--- src/rtl/rcb_spi_slave_gen_pkg.sv ---
// rcb_spi_pkg: shared types and helpers for the RCB second-generation SPI slave.
//   state_t : transaction FSM states
//   mode_t  : decoded command class (write / read / discard)
//   DEF_*   : default command codes
//   clog2 / max3 : sizing helpers for the bit counter
package rcb_spi_pkg;

  typedef enum logic [2:0] {
    ST_IDLE,
    ST_CMD,
    ST_ADDR,
    ST_WR_DATA,
    ST_RD_DATA,
    ST_DISCARD
  } state_t;

  typedef enum logic [1:0] {
    MODE_WRITE,
    MODE_READ,
    MODE_DISCARD
  } mode_t;

  localparam logic [7:0] DEF_WRITE_CMD = 8'h0A;
  localparam logic [7:0] DEF_READ_CMD  = 8'h0F;

  function automatic int unsigned clog2(input int unsigned value);
    int unsigned res;
    int unsigned span;
    res  = 0;
    span = 1;
    while (span < value) begin
      span = span << 1;
      res++;
    end
    return res;
  endfunction

  function automatic int unsigned max3(input int unsigned a,
                                       input int unsigned b,
                                       input int unsigned c);
    int unsigned m;
    m = (a > b) ? a : b;
    return (m > c) ? m : c;
  endfunction

endpackage

--- src/rtl/rcb_spi_slave_gen_sync.sv ---
// rcb_spi_sync: brings the asynchronous SPI pins into the clk_100m domain and
// turns SCLK transitions into mode-aware single-cycle strobes.
//   clk_100m, rst     : system clock, async active-high reset
//   sclk, cs_n, mosi  : raw SPI pins
//   sample_en         : MOSI sampling edge (leading for CPHA=0, trailing for CPHA=1)
//   shift_en          : MISO shifting edge (the other edge)
//   cs_fall, cs_rise  : synchronised chip-select transitions
//   mosi_s            : synchronised MOSI, aligned with the edge strobes
module rcb_spi_sync #(
  parameter bit CPOL = 1'b0,
  parameter bit CPHA = 1'b0
) (
  input  logic clk_100m,
  input  logic rst,
  input  logic sclk,
  input  logic cs_n,
  input  logic mosi,
  output logic sample_en,
  output logic shift_en,
  output logic cs_fall,
  output logic cs_rise,
  output logic mosi_s
);

  logic [1:0] sclk_ff;
  logic [1:0] cs_ff;
  logic [1:0] mosi_ff;
  logic       sclk_d;
  logic       cs_d;
  logic       lead;
  logic       trail;
  logic       active;

  always_ff @(posedge clk_100m or posedge rst) begin
    if (rst) begin
      sclk_ff <= {2{CPOL}};
      cs_ff   <= '1;
      mosi_ff <= '0;
      sclk_d  <= CPOL;
      cs_d    <= 1'b1;
    end else begin
      sclk_ff <= {sclk_ff[0], sclk};
      cs_ff   <= {cs_ff[0], cs_n};
      mosi_ff <= {mosi_ff[0], mosi};
      sclk_d  <= sclk_ff[1];
      cs_d    <= cs_ff[1];
    end
  end

  // MOSI runs through the same two stages as SCLK, so mosi_s is the pin value
  // at the moment of the edge that raised sample_en.
  always_comb begin
    lead      = (sclk_ff[1] != CPOL) && (sclk_d == CPOL);
    trail     = (sclk_ff[1] == CPOL) && (sclk_d != CPOL);
    active    = ~cs_ff[1];
    sample_en = active & (CPHA ? trail : lead);
    shift_en  = active & (CPHA ? lead : trail);
    cs_fall   = ~cs_ff[1] & cs_d;
    cs_rise   = cs_ff[1] & ~cs_d;
    mosi_s    = mosi_ff[1];
  end

endmodule

--- src/rtl/rcb_spi_slave_gen.sv ---
// rcb_spi_slave_gen: SPI slave bridging an external master to the register bus.
// Frame: command (CMD_W) | address (ADDR_W) | data words (DATA_W each), MSB first.
//   clk_100m, rst       : system clock, async active-high reset
//   sclk, cs_n, mosi    : SPI pins in; miso : SPI data out (1 when not reading)
//   wr_valid/addr/data  : one-cycle write strobe per completed write word
//   rd_req/rd_addr      : one-cycle read request; rd_valid/rd_data : response
//   cmd_err             : pulse on an undefined command
//   rd_underrun         : pulse when a read word had to be sent as all ones
//   busy                : transaction in progress
module rcb_spi_slave_gen
  import rcb_spi_pkg::*;
#(
  parameter int unsigned           CMD_W     = 8,
  parameter int unsigned           ADDR_W    = 16,
  parameter int unsigned           DATA_W    = 32,
  parameter bit                    CPOL      = 1'b0,
  parameter bit                    CPHA      = 1'b0,
  parameter logic [CMD_W-1:0]      WRITE_CMD = CMD_W'(DEF_WRITE_CMD),
  parameter logic [CMD_W-1:0]      READ_CMD  = CMD_W'(DEF_READ_CMD)
) (
  input  logic              clk_100m,
  input  logic              rst,
  input  logic              sclk,
  input  logic              cs_n,
  input  logic              mosi,
  output logic              miso,
  output logic              wr_valid,
  output logic [ADDR_W-1:0] wr_addr,
  output logic [DATA_W-1:0] wr_data,
  output logic              rd_req,
  output logic [ADDR_W-1:0] rd_addr,
  input  logic              rd_valid,
  input  logic [DATA_W-1:0] rd_data,
  output logic              cmd_err,
  output logic              rd_underrun,
  output logic              busy
);

  localparam int unsigned MAX_W = max3(CMD_W, ADDR_W, DATA_W);
  localparam int unsigned CNT_W = (clog2(MAX_W) < 1) ? 1 : clog2(MAX_W);
  localparam logic [CNT_W-1:0] CMD_LAST  = CNT_W'(CMD_W - 1);
  localparam logic [CNT_W-1:0] ADDR_LAST = CNT_W'(ADDR_W - 1);
  localparam logic [CNT_W-1:0] DATA_LAST = CNT_W'(DATA_W - 1);

  logic sample_en, shift_en, cs_fall, cs_rise, mosi_s;

  rcb_spi_sync #(
    .CPOL (CPOL),
    .CPHA (CPHA)
  ) u_sync (
    .clk_100m  (clk_100m),
    .rst       (rst),
    .sclk      (sclk),
    .cs_n      (cs_n),
    .mosi      (mosi),
    .sample_en (sample_en),
    .shift_en  (shift_en),
    .cs_fall   (cs_fall),
    .cs_rise   (cs_rise),
    .mosi_s    (mosi_s)
  );

  state_t              state_q, state_d;
  mode_t               mode_q, mode_d, mode_dec;
  logic [CNT_W-1:0]    bit_cnt_q, bit_cnt_d, cnt_inc;
  logic [MAX_W-2:0]    shreg_q, shreg_d;
  logic [MAX_W-1:0]    shreg_in;
  logic [ADDR_W-1:0]   addr_q, addr_d;
  logic [DATA_W-1:0]   tx_q, tx_d;
  logic [DATA_W-1:0]   rd_buf_q, rd_buf_d;
  logic [DATA_W-1:0]   load_word;
  logic                rd_pend_q, rd_pend_d;
  logic                rd_have_q, rd_have_d;
  logic                need_load_q, need_load_d;
  logic                miso_d, wr_valid_d, rd_req_d, cmd_err_d, rd_underrun_d;
  logic [ADDR_W-1:0]   wr_addr_d, rd_addr_d;
  logic [DATA_W-1:0]   wr_data_d;

  assign busy = (state_q != ST_IDLE);

  always_ff @(posedge clk_100m or posedge rst) begin
    if (rst) begin
      state_q     <= ST_IDLE;
      mode_q      <= MODE_DISCARD;
      bit_cnt_q   <= '0;
      shreg_q     <= '0;
      addr_q      <= '0;
      tx_q        <= '1;
      rd_buf_q    <= '0;
      rd_pend_q   <= 1'b0;
      rd_have_q   <= 1'b0;
      need_load_q <= 1'b0;
      miso        <= 1'b1;
      wr_valid    <= 1'b0;
      wr_addr     <= '0;
      wr_data     <= '0;
      rd_req      <= 1'b0;
      rd_addr     <= '0;
      cmd_err     <= 1'b0;
      rd_underrun <= 1'b0;
    end else begin
      state_q     <= state_d;
      mode_q      <= mode_d;
      bit_cnt_q   <= bit_cnt_d;
      shreg_q     <= shreg_d;
      addr_q      <= addr_d;
      tx_q        <= tx_d;
      rd_buf_q    <= rd_buf_d;
      rd_pend_q   <= rd_pend_d;
      rd_have_q   <= rd_have_d;
      need_load_q <= need_load_d;
      miso        <= miso_d;
      wr_valid    <= wr_valid_d;
      wr_addr     <= wr_addr_d;
      wr_data     <= wr_data_d;
      rd_req      <= rd_req_d;
      rd_addr     <= rd_addr_d;
      cmd_err     <= cmd_err_d;
      rd_underrun <= rd_underrun_d;
    end
  end

  always_comb begin
    state_d       = state_q;
    mode_d        = mode_q;
    bit_cnt_d     = bit_cnt_q;
    shreg_d       = shreg_q;
    addr_d        = addr_q;
    tx_d          = tx_q;
    rd_buf_d      = rd_buf_q;
    rd_pend_d     = rd_pend_q;
    rd_have_d     = rd_have_q;
    need_load_d   = need_load_q;
    miso_d        = 1'b1;
    wr_valid_d    = 1'b0;
    wr_addr_d     = wr_addr;
    wr_data_d     = wr_data;
    rd_req_d      = 1'b0;
    rd_addr_d     = rd_addr;
    cmd_err_d     = 1'b0;
    rd_underrun_d = 1'b0;
    load_word     = '1;
    mode_dec      = MODE_DISCARD;
    shreg_in      = {shreg_q, mosi_s};
    cnt_inc       = bit_cnt_q + CNT_W'(1);

    case (state_q)
      ST_IDLE: begin
        rd_pend_d   = 1'b0;
        rd_have_d   = 1'b0;
        need_load_d = 1'b0;
        if (cs_fall) begin
          state_d   = ST_CMD;
          bit_cnt_d = '0;
        end
      end

      ST_CMD: begin
        if (sample_en) begin
          shreg_d   = shreg_in[MAX_W-2:0];
          bit_cnt_d = cnt_inc;
          if (bit_cnt_q == CMD_LAST) begin
            if (shreg_in[CMD_W-1:0] == WRITE_CMD)
              mode_dec = MODE_WRITE;
            else if (shreg_in[CMD_W-1:0] == READ_CMD)
              mode_dec = MODE_READ;
            mode_d    = mode_dec;
            cmd_err_d = (mode_dec == MODE_DISCARD);
            bit_cnt_d = '0;
            state_d   = ST_ADDR;
          end
        end
      end

      ST_ADDR: begin
        if (sample_en) begin
          shreg_d   = shreg_in[MAX_W-2:0];
          bit_cnt_d = cnt_inc;
          if (bit_cnt_q == ADDR_LAST) begin
            addr_d    = shreg_in[ADDR_W-1:0];
            bit_cnt_d = '0;
            case (mode_q)
              MODE_WRITE: state_d = ST_WR_DATA;
              MODE_READ: begin
                state_d     = ST_RD_DATA;
                rd_req_d    = 1'b1;
                rd_addr_d   = shreg_in[ADDR_W-1:0];
                rd_pend_d   = 1'b1;
                rd_have_d   = 1'b0;
                need_load_d = 1'b1;
              end
              default: state_d = ST_DISCARD;
            endcase
          end
        end
      end

      ST_WR_DATA: begin
        if (sample_en) begin
          shreg_d   = shreg_in[MAX_W-2:0];
          bit_cnt_d = cnt_inc;
          if (bit_cnt_q == DATA_LAST) begin
            wr_valid_d = 1'b1;
            wr_addr_d  = addr_q;
            wr_data_d  = shreg_in[DATA_W-1:0];
            addr_d     = addr_q + ADDR_W'(1);
            bit_cnt_d  = '0;
          end
        end
      end

      ST_RD_DATA: begin
        miso_d = miso;
        if (rd_valid && rd_pend_q) begin
          rd_buf_d  = rd_data;
          rd_have_d = 1'b1;
          rd_pend_d = 1'b0;
        end
        // The first shift of each word commits it to MISO and prefetches the
        // next address; a response landing on that same cycle is too late and
        // is dropped so it cannot be mistaken for the prefetch's answer.
        if (shift_en) begin
          if (need_load_q) begin
            load_word     = rd_have_q ? rd_buf_q : '1;
            rd_underrun_d = ~rd_have_q;
            miso_d        = load_word[DATA_W-1];
            tx_d          = {load_word[DATA_W-2:0], 1'b1};
            need_load_d   = 1'b0;
            rd_req_d      = 1'b1;
            rd_addr_d     = addr_q + ADDR_W'(1);
            rd_pend_d     = 1'b1;
            rd_have_d     = 1'b0;
          end else begin
            miso_d = tx_q[DATA_W-1];
            tx_d   = {tx_q[DATA_W-2:0], 1'b1};
          end
        end
        if (sample_en) begin
          bit_cnt_d = cnt_inc;
          if (bit_cnt_q == DATA_LAST) begin
            bit_cnt_d   = '0;
            addr_d      = addr_q + ADDR_W'(1);
            need_load_d = 1'b1;
          end
        end
      end

      ST_DISCARD: begin
      end

      default: state_d = ST_IDLE;
    endcase

    // Chip-select release ends the frame regardless of any coincident edge.
    if (state_q != ST_IDLE && cs_rise) begin
      state_d       = ST_IDLE;
      bit_cnt_d     = '0;
      rd_pend_d     = 1'b0;
      rd_have_d     = 1'b0;
      need_load_d   = 1'b0;
      miso_d        = 1'b1;
      wr_valid_d    = 1'b0;
      wr_addr_d     = wr_addr;
      wr_data_d     = wr_data;
      rd_req_d      = 1'b0;
      rd_addr_d     = rd_addr;
      cmd_err_d     = 1'b0;
      rd_underrun_d = 1'b0;
    end
  end

endmodule
--- config.mk ---
export PLATFORM = sky130hd
export DESIGN_NAME = rcb_spi_slave_gen
export DESIGN_NICKNAME = d
export VERILOG_FILES = /design/src/rtl/rcb_spi_slave_gen_pkg.sv /design/src/rtl/rcb_spi_slave_gen_sync.sv /design/src/rtl/rcb_spi_slave_gen.sv
export SDC_FILE = /design/constraint.sdc
export NUM_CORES = 1
export LEC_CHECK = 0
export BUFFER_PORTS_ARGS = -buffer_cell sky130_fd_sc_hd__buf_2
export CORE_ASPECT_RATIO = 0.6
export CORE_UTILIZATION = 58
export CTS_CLUSTER_DIAMETER = 30
export DETAILED_ROUTE_END_ITERATION = 6
export GPL_ROUTABILITY_DRIVEN = 0
export PLACE_DENSITY = 0.9
export SLEW_MARGIN = 10
export SYNTH_ARGS = -nofsm -noshare
export SYNTH_HDL_FRONTEND = slang
export SYNTH_SLANG_ARGS = --single-unit
--- constraint.sdc ---
create_clock -name clk_100m -period 6.8 [get_ports clk_100m]
set_clock_uncertainty 0.2 [all_clocks]
set_input_delay 0 -clock clk_100m [delete_from_list [all_inputs] [get_ports clk_100m]]
set_output_delay 0 -clock clk_100m [all_outputs]
set_load 0.1 [all_outputs]
==> results.md <==
- Min Clock Period, post-route: 3.13 ns
- Status: completed
- Placed insts: 1025
- Final Hold Vio Count: 0
- Worst Setup End Kind: flop
- CP Launch Type: flop
- CP max FO: 49
- DRT antenna net count: 0
- FILL cells: 1015
- Async set-reset flop share out of synthesis: 1.00
- H-tree depth: 4
- Non-filler instance count after layout: 1095
- Mean Syn Cell Area: 11.6 um^2
- Layout cells sized above 1: 0.341
- Clock latency on the worst-skew pair: 0.43 ns
- Die X: 162 um
- Clk pin slew, worst setup/hold paths: 0.07 ns
- Slew Viols, Final: 0
- EDFF count, synth: 0
- Drt wl/cell: 18.3 um
- Starting Density: 0.602
- Endpoints failing setup: 0
- Residual DRC: 0
- Sequential share of power: 0.528
- CTS Buffer Depth: 2
- RSZ-0062 raised after global routing: false
- Core Area: 0.0147 mm^2
- Vias in the first global route: 6593
- Final Instance Area: 0.0104 mm^2
- CTS tree: done
- Area share of the largest cell type after synthesis: 0.463
- Post-layout util: 0.706
- Switching power of the nets: 594 uW
- Setup TNS: 0 ns
- Worst Path Required: 6.91 ns
- Area delta synth->final: 17.3%
- Post-synthesis net count: 807
- Synthesized instance count: 764
- Root Buffer: clkbuf_16
- Crit. Startpoint: bit_cnt_q[0]
- Pre-CTS WS: 3.74 ns
- Worst r2r dst: wr_data[24]
- Post-cts sizing count: 0
- Most common cell in the netlist: dfrtp_1
- Critical path data arrival time: 3.24 ns
- CP Class: reg -> reg
- Synth area leaders: dfrtp_1 46%, mux2_2 14%, dfstp_2 11%, o21ai_0 4.1%, nand2_1 3.7%
- Antenna violations before repair: 0
- Post-Route WL: 20.0 mm
- Worst VDD drop: 0.000148 V
- Via density: 6.02
- Pin count of the biggest net entering global routing: 121
- Fmax: 0.319 GHz
- Seq/Total Area, Yosys: 0.570
- Hold WS: 0.0159 ns
- Power Internal: 1.75 mW
- Worst setup margin: 3.67 ns
- Worst-Margin Slew: 1.21 ns
- Nets: 927
- Final worst-path cycle share: 0.461
- Critical path endpoint: wr_data[24]
- First-pass GRT wire length: 33.6 mm
- Largest area contributor in the netlist: dfrtp_1
- GRT Total Usage: 0.271
- Synth Register Bits: 200
- Routed vias: 6593
- DP HPWL: 12.5 mm
- Die area: 0.0158 mm^2
- Slew headroom: 0.191
- Top post-synthesis cells by count: 164 x dfrtp_1, 112 x mux2_2, 87 x nand2_1, 72 x o21ai_0, 36 x dfstp_2
- Row count: 34
- Post-DP Area: 0.00945 mm^2
- Gr ovfl total: 0
- Clk pwr share: 0.415
- Drt first pass iters: 6
- Port bufs: 107
- R2R Path Start: bit_cnt_q[0]
- Max Cap Viol: 0
- Die H: 97.7 um
- Synth Flop Type: dfrtp_1
- Synthesis warning total: 0
- Diode count: 0
- Combinational power share: 0.057
- Pwr Total: 2.35 mW
- HP Class: in -> reg
- Switching portion of total power: 0.253
- R2r worst-path depth: 6
- Multi-input gate area: 0.00352 mm^2
- Leak: 4.90 nW
- I/O pin total: 108
- Register area: 0.00505 mm^2
- Post-CTS Setup Inserts: 0
- Clock sinks: 200
- 1st-iter DRT viols: 724
- Mapped cell area: 0.00886 mm^2
- Num CTS Buffers: 17
- Reg-to-reg setup timing slack: 3.67 ns
- Post-synthesis cell type count: 57
- Power per Cell Area: 226 mW/mm^2
flip-flops by register name (all words and copies together) (netlist names):
name / flops
rd_underrun: 1
rd_buf_q: 32
mode_q: 2
u_sync.cs_ff: 2
need_load_q: 1
wr_addr: 16
rd_req: 1
u_sync.sclk_ff: 2
u_sync.cs_d: 1
u_sync.mosi_ff: 2
tx_q: 31
miso: 1
state_q: 3
rd_pend_q: 1
wr_valid: 1
cmd_err: 1
rd_have_q: 1
wr_data: 32
shreg_q: 31
addr_q: 16
bit_cnt_q: 5
rd_addr: 16
u_sync.sclk_d: 1
cells in the final DEF, fill, tap and decap left out, drive strengths merged, types with 3 or more instances in the layout:
| cell type | count |
|---|---|
| dfrtp | 164 |
| buf | 115 |
| mux2 | 112 |
| nand2 | 87 |
| o21ai | 86 |
| dlygate4sd3 | 38 |
| dfstp | 36 |
| a21oi | 24 |
| nor2 | 22 |
| o22ai | 22 |
| nand3 | 20 |
| clkbuf | 19 |
| nand3b | 16 |
| inv | 16 |
| mux2i | 10 |
| nor3 | 9 |
| xnor2 | 8 |
| nand2b | 6 |
| xor2 | 6 |
| nor3b | 6 |
| clkinv | 6 |
| nor4 | 5 |
| o31ai | 5 |
| ha | 5 |
| o221ai | 4 |
| nor2b | 4 |
| and3 | 4 |
| nand4 | 4 |
| a31oi | 4 |
| a21o | 3 |
| or4 | 3 |
| a22oi | 3 |
power by group through the flow:
| stage | Clock [mW] | Combinational (mW) | Sequential [mW] |
|---|---|---|---|
| 2_1_floorplan | 0 | 0.0909 | 1.24 |
| 3_3_place_gp | 0 | 0.112 | 1.26 |
| 3_5_place_dp | 0 | 0.116 | 1.26 |
| 4_1_cts | 0.986 | 0.133 | 1.24 |
| 5_1_grt | 1.04 | 0.147 | 1.24 |
| 6_report | 0.973 | 0.134 | 1.24 |
cell families after synthesis:
logic type / after synthesis / share of synthesized area
mux: 122 / 0.154
fa+ha+maj: 5 / 0.00706
flops: 200 / 0.570
buf+inv: 61 / 0.0340
xor+xnor: 14 / 0.0138
simple gates: 199 / 0.116
compound gates: 163 / 0.106
metal layers:
| layer | wire length, um | GRT usage |
|---|---|---|
| met5 | 0 | 0 |
| met4 | 386 | 0.0900 |
| met3 | 1490 | 0.0514 |
| met2 | 9190 | 0.411 |
| met1 | 8940 | 0.397 |
what timing repair did:
item / 4_1_cts / 5_1_grt
hold buffers: 38 / 0
endpoints found under the hold margin: 131 / 0
setup endpoints to repair: 0 / 0
area by class of cell:
type,instances,share of cell area
multi-input cells,503,0.338
flip-flops and latches,200,0.486
well taps,198,0.0238
inverters,9,0.00397
clock buffers,19,0.0416
repair buffers,153,0.0939
clock inverters,13,0.0124
worst max-delay path, stage by stage (launching register included):
cell and delay [ns]:
dfrtp_1 0.40, ha_1 0.23, and3_1 0.24, ha_1 0.29
and4b_1 0.26, and2_2 0.95, mux2_2 0.43
worst min path at each step:
stage,start,cells after the start,end,slack [ns]
2_1_floorplan,cs_n,0,u_sync.cs_ff[0],-0.20
3_3_place_gp,cs_n,1,u_sync.cs_ff[0],-0.09
3_5_place_dp,cs_n,1,u_sync.cs_ff[0],-0.09
4_1_cts,cs_n,2,u_sync.cs_ff[0],0.009
5_1_grt,cs_n,2,u_sync.cs_ff[0],0.007
6_report,cs_n,2,u_sync.cs_ff[0],0.02
Note: power is estimated with default switching activity, not from simulation.
